<file path="src/rtl/ads127l01_pkg.sv">
// ---------------------------------------------------------------------------
// ads127l01_pkg
// Shared types and helpers for the ADS127L01 acquisition sequencer.
//   acq_state_t  : sequencer state encoding
//   DATA_W_DEF   : default ADC sample width
//   OUT_W_DEF    : default read-path word width
//   sext24to32   : sign-extends a 24-bit ADC code to a 32-bit word
// ---------------------------------------------------------------------------
package ads127l01_pkg;

  localparam int DATA_W_DEF = 24;
  localparam int OUT_W_DEF  = 32;

  typedef enum logic [2:0] {
    ST_IDLE      = 3'd0,
    ST_RST_PULSE = 3'd1,
    ST_RST_WAIT  = 3'd2,
    ST_SETTLE    = 3'd3,
    ST_RUN       = 3'd4,
    ST_DONE      = 3'd5
  } acq_state_t;

  function automatic logic [31:0] sext24to32(input logic [23:0] code);
    return {{8{code[23]}}, code};
  endfunction

endpackage

</file>
<file path="src/rtl/ads127l01_acq_ctrl_out_reg.sv">
// ---------------------------------------------------------------------------
// ads_out_reg
// Single-entry valid/ready output register. A new word loads when the entry
// is empty or is being accepted in the same cycle; otherwise the incoming
// word is reported as dropped and the held word is left untouched.
// Ports:
//   aclk, aresetn : clock, async active-low reset
//   flush         : discard any held word (takes priority over load)
//   in_valid      : offered word, in_data carries it
//   in_load       : offered word is taken this cycle
//   in_drop       : offered word is lost this cycle
//   m_valid/m_data/m_ready : downstream handshake
// ---------------------------------------------------------------------------
module ads_out_reg
  import ads127l01_pkg::*;
#(
  parameter int OUT_W = OUT_W_DEF
) (
  input  logic             aclk,
  input  logic             aresetn,
  input  logic             flush,
  input  logic             in_valid,
  input  logic [OUT_W-1:0] in_data,
  output logic             in_load,
  output logic             in_drop,
  output logic             m_valid,
  output logic [OUT_W-1:0] m_data,
  input  logic             m_ready
);

  logic             m_valid_r;
  logic [OUT_W-1:0] m_data_r;
  logic             accept_s;

  // Entry can take a new word when empty or when the held word leaves now
  always_comb begin
    accept_s = !m_valid_r || m_ready;
    in_load  = in_valid && accept_s;
    in_drop  = in_valid && !accept_s;
  end

  // Output entry: flush, load, drain or hold
  always_ff @(posedge aclk or negedge aresetn) begin
    if (!aresetn) begin
      m_valid_r <= 1'b0;
      m_data_r  <= '0;
    end else if (flush) begin
      m_valid_r <= 1'b0;
      m_data_r  <= m_data_r;
    end else if (in_load) begin
      m_valid_r <= 1'b1;
      m_data_r  <= in_data;
    end else if (m_ready) begin
      m_valid_r <= 1'b0;
      m_data_r  <= m_data_r;
    end else begin
      m_valid_r <= m_valid_r;
      m_data_r  <= m_data_r;
    end
  end

  assign m_valid = m_valid_r;
  assign m_data  = m_data_r;

endmodule

</file>
<file path="src/rtl/ads127l01_acq_ctrl.sv">
// ---------------------------------------------------------------------------
// ads127l01_acq_ctrl
// Acquisition sequencer for the ADS127L01: on a rising edge of enable it
// pulses the ADC reset, waits, raises start, discards cfg_settle frames and
// then forwards cfg_block_len samples (or a continuous stream) sign-extended
// to OUT_W bits through a one-entry valid/ready register.
// Ports:
//   aclk, aresetn           : clock, async active-low reset
//   enable                  : GPIO run level; rising edge starts, low aborts
//   cfg_settle, cfg_block_len : run configuration, latched at start
//   s_valid, s_data         : decoded ADC frames
//   m_valid, m_data, m_ready: sample output handshake
//   adc_reset_n, adc_start  : ADC control pins
//   busy, done, overflow, sample_cnt : status for software
// ---------------------------------------------------------------------------
module ads127l01_acq_ctrl
  import ads127l01_pkg::*;
#(
  parameter int DATA_W        = DATA_W_DEF,
  parameter int OUT_W         = OUT_W_DEF,
  parameter int CNT_W         = 16,
  parameter int RST_PULSE_CYC = 8,
  parameter int RST_WAIT_CYC  = 64
) (
  input  logic              aclk,
  input  logic              aresetn,
  input  logic              enable,
  input  logic [CNT_W-1:0]  cfg_settle,
  input  logic [CNT_W-1:0]  cfg_block_len,
  input  logic              s_valid,
  input  logic [DATA_W-1:0] s_data,
  output logic              m_valid,
  output logic [OUT_W-1:0]  m_data,
  input  logic              m_ready,
  output logic              adc_reset_n,
  output logic              adc_start,
  output logic              busy,
  output logic              done,
  output logic              overflow,
  output logic [CNT_W-1:0]  sample_cnt
);

  localparam int TMR_MAX = (RST_PULSE_CYC > RST_WAIT_CYC) ? RST_PULSE_CYC : RST_WAIT_CYC;
  localparam int TMR_W   = $clog2(TMR_MAX) + 1;
  localparam logic [TMR_W-1:0] PULSE_LAST = TMR_W'(RST_PULSE_CYC - 1);
  localparam logic [TMR_W-1:0] WAIT_LAST  = TMR_W'(RST_WAIT_CYC - 1);

  acq_state_t       state_r;
  acq_state_t       state_nxt_s;
  logic             enable_q_r;
  logic             en_rise_s;
  logic             abort_s;
  logic             start_run_s;
  logic [TMR_W-1:0] tmr_r;
  logic [CNT_W-1:0] settle_cnt_r;
  logic [CNT_W-1:0] cfg_settle_r;
  logic [CNT_W-1:0] cfg_block_len_r;
  logic [CNT_W-1:0] sample_cnt_r;
  logic             overflow_r;
  logic             adc_reset_n_r;
  logic             adc_start_r;
  logic             busy_r;
  logic             done_r;
  logic             adc_reset_n_nxt_s;
  logic             adc_start_nxt_s;
  logic             busy_nxt_s;
  logic             done_nxt_s;
  logic             fwd_valid_s;
  logic             load_s;
  logic             drop_s;
  logic [OUT_W-1:0] fwd_data_s;

  // Run-control decodes shared by the FSM and the counters
  always_comb begin
    en_rise_s   = enable && !enable_q_r;
    abort_s     = (state_r != ST_IDLE) && !enable;
    start_run_s = (state_r == ST_IDLE) && en_rise_s;
    // Frames only reach the output register while running and enabled
    fwd_valid_s = s_valid && (state_r == ST_RUN) && enable;
    fwd_data_s  = sext24to32(s_data);
  end

  // State register
  always_ff @(posedge aclk or negedge aresetn) begin
    if (!aresetn) begin
      state_r <= ST_IDLE;
    end else begin
      state_r <= state_nxt_s;
    end
  end

  // Next-state logic; dropping enable overrides every other transition
  always_comb begin
    state_nxt_s = state_r;
    if (abort_s) begin
      state_nxt_s = ST_IDLE;
    end else begin
      case (state_r)
        ST_IDLE: begin
          if (en_rise_s) state_nxt_s = ST_RST_PULSE;
          else           state_nxt_s = ST_IDLE;
        end
        ST_RST_PULSE: begin
          if (tmr_r == PULSE_LAST) state_nxt_s = ST_RST_WAIT;
          else                     state_nxt_s = ST_RST_PULSE;
        end
        ST_RST_WAIT: begin
          if (tmr_r != WAIT_LAST)                state_nxt_s = ST_RST_WAIT;
          else if (cfg_settle_r == CNT_W'(0))    state_nxt_s = ST_RUN;
          else                                   state_nxt_s = ST_SETTLE;
        end
        ST_SETTLE: begin
          // The last settle frame is itself discarded; RUN starts after it
          if (s_valid && (settle_cnt_r == cfg_settle_r - CNT_W'(1))) state_nxt_s = ST_RUN;
          else                                                       state_nxt_s = ST_SETTLE;
        end
        ST_RUN: begin
          // Finish on the edge that loads the final sample of the block
          if (load_s && (cfg_block_len_r != CNT_W'(0)) &&
              (sample_cnt_r + CNT_W'(1) == cfg_block_len_r)) state_nxt_s = ST_DONE;
          else                                               state_nxt_s = ST_RUN;
        end
        ST_DONE: begin
          state_nxt_s = ST_DONE;
        end
        default: begin
          state_nxt_s = ST_IDLE;
        end
      endcase
    end
  end

  // Output decode from the next state so the registered pins track state_r
  always_comb begin
    adc_reset_n_nxt_s = 1'b1;
    adc_start_nxt_s   = 1'b0;
    busy_nxt_s        = 1'b0;
    done_nxt_s        = 1'b0;
    case (state_nxt_s)
      ST_IDLE: begin
        adc_reset_n_nxt_s = 1'b1;
      end
      ST_RST_PULSE: begin
        adc_reset_n_nxt_s = 1'b0;
        busy_nxt_s        = 1'b1;
      end
      ST_RST_WAIT: begin
        busy_nxt_s = 1'b1;
      end
      ST_SETTLE, ST_RUN: begin
        adc_start_nxt_s = 1'b1;
        busy_nxt_s      = 1'b1;
      end
      ST_DONE: begin
        done_nxt_s = 1'b1;
      end
      default: begin
        adc_reset_n_nxt_s = 1'b1;
      end
    endcase
  end

  // Registered control pins and status flags; ADC held in reset during aresetn
  always_ff @(posedge aclk or negedge aresetn) begin
    if (!aresetn) begin
      adc_reset_n_r <= 1'b0;
      adc_start_r   <= 1'b0;
      busy_r        <= 1'b0;
      done_r        <= 1'b0;
    end else begin
      adc_reset_n_r <= adc_reset_n_nxt_s;
      adc_start_r   <= adc_start_nxt_s;
      busy_r        <= busy_nxt_s;
      done_r        <= done_nxt_s;
    end
  end

  // Enable edge detector and reset-sequence timer (restarts on every state change)
  always_ff @(posedge aclk or negedge aresetn) begin
    if (!aresetn) begin
      enable_q_r <= 1'b0;
      tmr_r      <= '0;
    end else begin
      enable_q_r <= enable;
      if (state_nxt_s != state_r) tmr_r <= '0;
      else                        tmr_r <= tmr_r + TMR_W'(1);
    end
  end

  // Configuration latch and settle-frame counter
  always_ff @(posedge aclk or negedge aresetn) begin
    if (!aresetn) begin
      cfg_settle_r    <= '0;
      cfg_block_len_r <= '0;
      settle_cnt_r    <= '0;
    end else begin
      if (start_run_s) begin
        cfg_settle_r    <= cfg_settle;
        cfg_block_len_r <= cfg_block_len;
      end else begin
        cfg_settle_r    <= cfg_settle_r;
        cfg_block_len_r <= cfg_block_len_r;
      end
      if (state_r != ST_SETTLE)    settle_cnt_r <= '0;
      else if (s_valid && enable)  settle_cnt_r <= settle_cnt_r + CNT_W'(1);
      else                         settle_cnt_r <= settle_cnt_r;
    end
  end

  // Software-visible counters: cleared at run start, kept across abort/done
  always_ff @(posedge aclk or negedge aresetn) begin
    if (!aresetn) begin
      sample_cnt_r <= '0;
      overflow_r   <= 1'b0;
    end else if (start_run_s) begin
      sample_cnt_r <= '0;
      overflow_r   <= 1'b0;
    end else begin
      if (load_s) sample_cnt_r <= sample_cnt_r + CNT_W'(1);
      else        sample_cnt_r <= sample_cnt_r;
      if (drop_s) overflow_r <= 1'b1;
      else        overflow_r <= overflow_r;
    end
  end

  ads_out_reg #(
    .OUT_W (OUT_W)
  ) u_out_reg (
    .aclk     (aclk),
    .aresetn  (aresetn),
    .flush    (abort_s),
    .in_valid (fwd_valid_s),
    .in_data  (fwd_data_s),
    .in_load  (load_s),
    .in_drop  (drop_s),
    .m_valid  (m_valid),
    .m_data   (m_data),
    .m_ready  (m_ready)
  );

  assign adc_reset_n = adc_reset_n_r;
  assign adc_start   = adc_start_r;
  assign busy        = busy_r;
  assign done        = done_r;
  assign overflow    = overflow_r;
  assign sample_cnt  = sample_cnt_r;

endmodule

</file>
<file path="config.mk">
export PLATFORM = sky130hd
export DESIGN_NAME = ads127l01_acq_ctrl
export DESIGN_NICKNAME = d
export VERILOG_FILES = /design/src/rtl/ads127l01_pkg.sv /design/src/rtl/ads127l01_acq_ctrl_out_reg.sv /design/src/rtl/ads127l01_acq_ctrl.sv
export SDC_FILE = /design/constraint.sdc
export NUM_CORES = 1
export LEC_CHECK = 0
export ABC_AREA = 1
export CAP_MARGIN = 30
export CORE_AREA = 2 2 118 120
export DETAILED_ROUTE_END_ITERATION = 8
export DIE_AREA = 0 0 120 122
export DONT_BUFFER_PORTS = 1
export GPL_TIMING_DRIVEN = 0
export HOLD_SLACK_MARGIN = 0.02
export SYNTH_ARGS = -nofsm -noshare
export SYNTH_HDL_FRONTEND = slang
export SYNTH_SLANG_ARGS = --single-unit
</file>
<file path="constraint.sdc">
create_clock -name aclk -period 2.6 [get_ports aclk]
set_input_delay 0.52 -clock aclk [delete_from_list [all_inputs] [get_ports aclk]]
set_output_delay 0.52 -clock aclk [all_outputs]
set_load 0.03 [all_outputs]
</file>
==> metrics.txt, run 1 <==
CTS max path bufs 2; Post-synth EDFFs 0; grt ovf 0; layout cell share with drive strength beyond 1 between 10% and 20%; final hold slack -164.5 ps; most common cell after layout, fill and taps aside nand2_1; CTS Buf Count 9; met2 Use GR ~33%; Synth Net Count roughly 850; part of the cycle the worst path needs about nine tenths; first-iteration detailed-routing DRC count 263; Hold Fails Final Rpt ~110; area leader, netlist dfrtp_1; Antenna Cells 0; Final Power between 5000 and 6000 uW; Initial Util a little over two fifths; Worst Setup End Kind register; initial antenna violation count 0; DR DRC count 0; number of buffers added on ports 0; area share of the largest cell type after synthesis a little under half; slowest stage delay, CP 560 ps; Worst-path clk slew approximately 80 ps; GR peak layer met2; Final Critical Period 2391 ps; GR met3 Demand/Resource under 10%; worst-margin pin slew between 600 and 700 ps; area of the die 14640 sq um; Worst Path Arrival 2650 ps; Post-layout nets 861; Power Dens Cells slightly above 800 nW/um^2; slowest cell on the critical path dfrtp_4; violated checks hold timing; CP Cell Sequence ha_4 > nand2_4 > nor2_4 > buf_4 > nand4_1 > nand2_1 > nand2_1 > a21boi_1 > nand2_1 > nor2_2 > nand2_2 > nand3_4 > nand2_4 > nand2_2 > nand2_2 > nand2_4 > nor2_2; largest net degree at the start of global routing ~110; first-pass GRT wire length 23.25 mm; Root Driver clkbuf_16; Die Ht between 100 and 150 um; CTS tree done; Most used DFF post-synth dfrtp_1; worst-skew pair later-pin latency roughly 370 ps; total number of vias a little under 5k; Synth area leaders dfrtp_1 (45%), nand2_1 (19%), inv_1 (4.8%); setup TNS 0 ps; GR Util All Layers between 20 and 25%; status finished, violations left; Critical Path RT between 2000 and 3000 ps; met1 GRT Util 24.83%; ys async rst share 100.0%; Initial DRT Pass Iterations 4; H-tree depth 3; Gate Count Post-Synth approximately 780; vias in the first global route slightly below 5k; Avg Cell Area, Syn between 7 and 8 sq um; Relative slew margins a little under three fifths; routability cong. about 0.90; LEAKAGE ~0.003 uW; Slew Viols, Final 0; Netlist Area Pre-Place between 5000 and 6000 sq um; Ports 115; per-cell routed wire length around 14 um; post-synthesis register bit count ~110; core area 13500 sq um; Layout area overhead 10.31%; most frequent cells in the layout nand2_1 (285), dfrtp_1 (96), inv_1 (75); crit path launch type register; Max Fclk about 420 MHz; worst-path fanout max 7; Post-DP HPWL about 11 mm; vias per std cell approximately 5; Synth cell types 38; post-synthesis sequential area ratio 45.22%; max-cap violations 0; clk_skew ~10 ps; Finish-stage setup viols 0; CTS sink count 105; Setup CP Type reg2reg; Final ANT Viol Nets 0; Max rail drop VDD between 0.3 and 0.4 mV; die width approximately 120 um; HP Class in2async; row count 43; yosys warns 0; final wirelength between 10 and 15 mm
## through the flow
step           cell area, sq um  setup WS, ps  cells  utilization [%]
5_1_grt                    6410        -1.424    981            47.47
4_1_cts                    6355         25.53    980            47.06
3_3_place_gp               6036        -125.4    964            44.70
3_5_place_dp               6036        -146.7    964            44.70
2_1_floorplan              5811         352.7    784                -
6_report                   6410         209.0    981            47.47
## worst paths after layout
| kind | start | end | slack (ps) | cells after the start |
|---|---|---|---|---|
| min in group aclk | enable | enable_q_r$_DFF_PN0_ | 180 | 0 |
| max in group asynchronous | aresetn | done$_DFF_PN0_ | 2580 | 0 |
| max | sample_cnt[0]$_DFFE_PN0P_ | tmr_r[5]$_DFF_PN0_ | 210 | 17 |
| min reg2reg | tmr_r[0]$_DFF_PN0_ | tmr_r[0]$_DFF_PN0_ | 470 | 1 |
| max reg2reg | sample_cnt[0]$_DFFE_PN0P_ | tmr_r[5]$_DFF_PN0_ | 210 | 17 |
| min | aresetn | u_out_reg.m_data[23]$_DFFE_PN0P_ | -160 | 0 |
## critical path: cells and delay by family (launching register included)
kind,cells,cell delay (ps)
simple gates,14,1290
flops,1,560
fa+ha+maj,1,190
buf+inv,1,130
compound gates,1,110
## power breakdown
part           total [uW]  leakage (uW)  switching, uW  internal [uW]
clock network        1420      0.000151            729            694
logic                1540       0.00153            961            575
registers            2290       0.00139            358           1930
## routing by layer
metal	wire (um)	part of all wire, %
met4	541	3.8
met5	0	0
met1	6127	43
met2	6858	48
met3	661	4.7
## sequential cells by signal (all words and copies together) (netlist names)
name / flops
u_out_reg.m_data: 24
cfg_block_len_r: 16
cfg_settle_r: 16
sample_cnt: 16
settle_cnt_r: 16
tmr_r: 7
state_r: 3
adc_reset_n: 1
adc_start: 1
busy: 1
done: 1
enable_q_r: 1
overflow: 1
u_out_reg.m_valid: 1
## cell type report
class,count,area (sq um)
flip-flops and latches,105,2641
clock buffers,9,225.2
multi-input cells,572,2799
clock inverters,7,78.83
fillers,1366,7094
repair buffers,1,7.507
inverters,85,319.1
plain buffers,22,113.9
well taps,180,225.2
## Yosys cell counts, types with 5 or more instances
| master | instances |
|---|---|
| clkbuf_1 | 11 |
| inv_1 | 75 |
| nor2_2 | 17 |
| o21ai_1 | 5 |
| buf_4 | 8 |
| inv_2 | 8 |
| a21oi_1 | 14 |
| nor2_4 | 8 |
| nor2_1 | 74 |
| nand2_1 | 289 |
| nand3_1 | 42 |
| o21ai_0 | 28 |
| nand4_1 | 10 |
| dfrtp_1 | 105 |
| xor2_1 | 13 |
| o22ai_1 | 13 |
| nor3_1 | 7 |
| nand2_2 | 11 |
| nand3b_1 | 7 |
| xnor2_1 | 7 |
## cell families (layout without fill, tap and decap cells)
logic type | after synthesis | after routing | synth area share, %
adder cells (fa/ha/maj) | 4 | 4 | 0.8614
XOR/XNOR | 20 | 20 | 3.015
AND/OR/NAND/NOR | 477 | 477 | 36.26
flip-flops | 105 | 105 | 45.22
buffers and inverters | 107 | 124 | 7.429
AO/OA/AOI/OAI | 71 | 71 | 7.214
## timing repair
item	CTS	global route
buffers inserted	0	1
setup endpoints to repair	10	12
pin swaps	0	6
cloned	0	0
resized for setup	4	19
hold endpoints to repair	105	105
Note: power is estimated with default switching activity, not from simulation.
==> run 2: changes to the inputs <==
--- a/config.mk
+++ b/config.mk
@@ -7,9 +7,10 @@
 export LEC_CHECK = 0
 export ABC_AREA = 1
 export CAP_MARGIN = 30
-export CORE_AREA = 2 2 118 120
+export CORE_AREA = 5 5 121 123
+export CTS_CLUSTER_DIAMETER = 200
 export DETAILED_ROUTE_END_ITERATION = 8
-export DIE_AREA = 0 0 120 122
+export DIE_AREA = 0 0 126 128
 export DONT_BUFFER_PORTS = 1
 export GPL_TIMING_DRIVEN = 0
 export HOLD_SLACK_MARGIN = 0.02
==> run 2 against run 1 <==
  * The run still ends with hold timing left
  * Global-route usage decreased by 1.7 points
  * Final cell count up 0.10%
  * Combinational power barely moved
  * Clock skew is 1.3 ps lower
==> metrics.txt, run 2 (synthesized netlist as in run 1, its figures left out) <==
CTS Buf Count 9 (unchanged); Initial Util 42.86% (-0.17 points); grt ovf 0 (unchanged); largest net degree at the start of global routing 106 (unchanged); clk_skew 8.824 ps (-1.260 ps); routability cong. 0.8526 (-5.2%); core area 13560 sq um (+0.40%); die width 126 um (+5.0%); CP delay by family, top simple AND/OR/NAND/NOR gates; LEAKAGE 0.003035 uW (-1.2%); vias in the first global route 4978 (+1.9%); area of the die 16130 sq um (+10%); slowest stage delay, CP 550 ps (about the same); CP Cell Sequence ha_4 > nand2_2 > nor2_4 > buf_4 > nand4_1 > nand2_1 > nand2_1 > a21boi_1 > nand2_1 > nor2_1 > nand2_2 > nand3_2 > nand2_4 > nand2_2 > nand2_2 > nand2_4 > nor2_2; HP Class in2async; violated checks hold timing; status finished, violations left; worst-margin pin slew 572.9 ps (-69.37 ps); Final ANT Viol Nets 0 (unchanged); final hold slack -146.1 ps (+18.46 ps); Worst Setup End Kind register; Root Driver clkbuf_16; worst-path fanout max 7 (unchanged); Relative slew margins 61.60% (+4.4 points); final wirelength 14.41 mm (+1.6%); slowest cell on the critical path dfrtp_2; row count 43 (unchanged); worst-skew pair later-pin latency 360 ps (about the same); Post-DP HPWL 11.11 mm (+3.6%); Initial DRT Pass Iterations 5 (+1); Max rail drop VDD 0.3333 mV (+4.6%); part of the cycle the worst path needs 92.27% (+0.30 points); setup ws final 201.1 ps (-7.889 ps); Antenna Cells 0 (unchanged); Post-layout nets 862 (+0.12%); Setup CP Type reg2reg; total number of vias 4820 (-1.3%); routed wl met2 7.096 mm (+3.5%); Hold Fails Final Rpt 105 (unchanged); initial antenna violation count 0 (unchanged); first-pass GRT wire length 24.23 mm (+4.2%); per-cell routed wire length 14.68 um (+1.5%); Max Fclk 416.9 MHz (-0.33%); max reg flops 24 (unchanged); CTS sink count 105 (unchanged); most common cell after layout, fill and taps aside nand2_1; vias per std cell 4.908 (-1.4%); CTS tree done; Slew Viols, Final 0 (unchanged); DR DRC count 0 (unchanged); Setup WS pre-CTS -116.3 ps (+30.47 ps); max layer used met4; GR Util All Layers 18.51% (-1.7 points); DR WL met3 723 um (+9.4%); Ports 115 (unchanged); most frequent cells in the layout nand2_1 (287), dfrtp_1 (94), inv_1 (74); Worst Path Arrival 2640 ps (about the same); Worst-path clk slew 80 ps (about the same); number of buffers added on ports 0 (unchanged); WP buf/inv 1 (unchanged); Layout area overhead 9.776%; r2r setup slk 200 ps (about the same); Die Ht 128 um (+4.9%); layout cell share with drive strength beyond 1 12.22% (-0.015 points); CTS max path bufs 2 (unchanged); Worst path most repeated cell nand2_2; max-cap violations 0 (unchanged); Final Critical Period 2399 ps (+7.889 ps); Metal-1 WL 6.324 mm (+3.2%); H-tree depth 3 (unchanged); first-iteration detailed-routing DRC count 296 (+13%); Finish-stage setup viols 0 (unchanged); Power Dens Cells 808.6 nW/um^2 (-1.2%); crit path launch type register; Critical Path RT 2840 ps (-20 ps)
## run 2: per-layer routing
metal	global-route usage, %	up-vias
li1	-	2488
met2	31.61	102
met5	0	-
met4	6.435	0
met3	3.917	20
met1	23.39	2210
## run 2: final timing paths
kind,startpoint,to,depth (start not counted)
worst min-delay path,aresetn,u_out_reg.m_data[19]$_DFFE_PN0P_,0
max in group asynchronous,aresetn,adc_reset_n$_DFF_PN0_,0
worst max-delay path,sample_cnt[0]$_DFFE_PN0P_,tmr_r[2]$_DFF_PN0_,17
worst min register to register,tmr_r[0]$_DFF_PN0_,tmr_r[0]$_DFF_PN0_,1
min in group aclk,enable,enable_q_r$_DFF_PN0_,0
worst max register to register,sample_cnt[0]$_DFFE_PN0P_,tmr_r[2]$_DFF_PN0_,17
## run 2: layout make-up
type / instances / area (sq um)
multi-input combinational: 572 / 2784
clock buffer: 10 / 229.0
sequential: 105 / 2641
timing repair buffer: 2 / 15.01
fill: 1390 / 7179
tap: 180 / 225.2
inverter: 85 / 319.1
buffer: 22 / 112.6
clock inverter: 6 / 52.55
## run 2: what timing repair did
item | CTS | global route
endpoints found under the hold margin | 105 | 105
gates resized for setup | 2 | 17
gates cloned | 0 | 0
setup endpoints to repair | 10 | 10
pin swaps | 0 | 5
setup buffers | 0 | 2
## run 2: worst register-to-register path, stage by stage, from the launching register on
cell	delay, ps
dfrtp_2	550
ha_4	200
nand2_2	90
nor2_4	140
buf_4	120
nand4_1	110
nand2_1	120
nand2_1	50
a21boi_1	130
nand2_1	70
nor2_1	110
nand2_2	100
nand3_2	140
nand2_4	80
nand2_2	70
nand2_2	60
nand2_4	120
nor2_2	50
## run 2: power breakdown
part	total, uW	leakage, uW	switching, uW	internal, uW
Clock	1320	0.000131	652	664
Combinational	1550	0.00152	958	595
Sequential	2290	0.00139	359	1930
Total	5160	0.00303	1970	3190
## run 2: metrics by stage
step / instances / utilization [%] / TNS, ps / total power [uW] / instance area, sq um
after CTS: 980 / 46.61 / 0 / 5162 / 6320
after global placement: 964 / 44.52 / -757.5 / 3794 / 6036
after detailed placement: 964 / 44.52 / -915.1 / 3838 / 6036
after floorplan: 784 / - / 0 / 3476 / 5811
after global routing: 982 / 47.05 / -50.69 / 5573 / 6379
final: 982 / 47.05 / 0 / 5158 / 6379
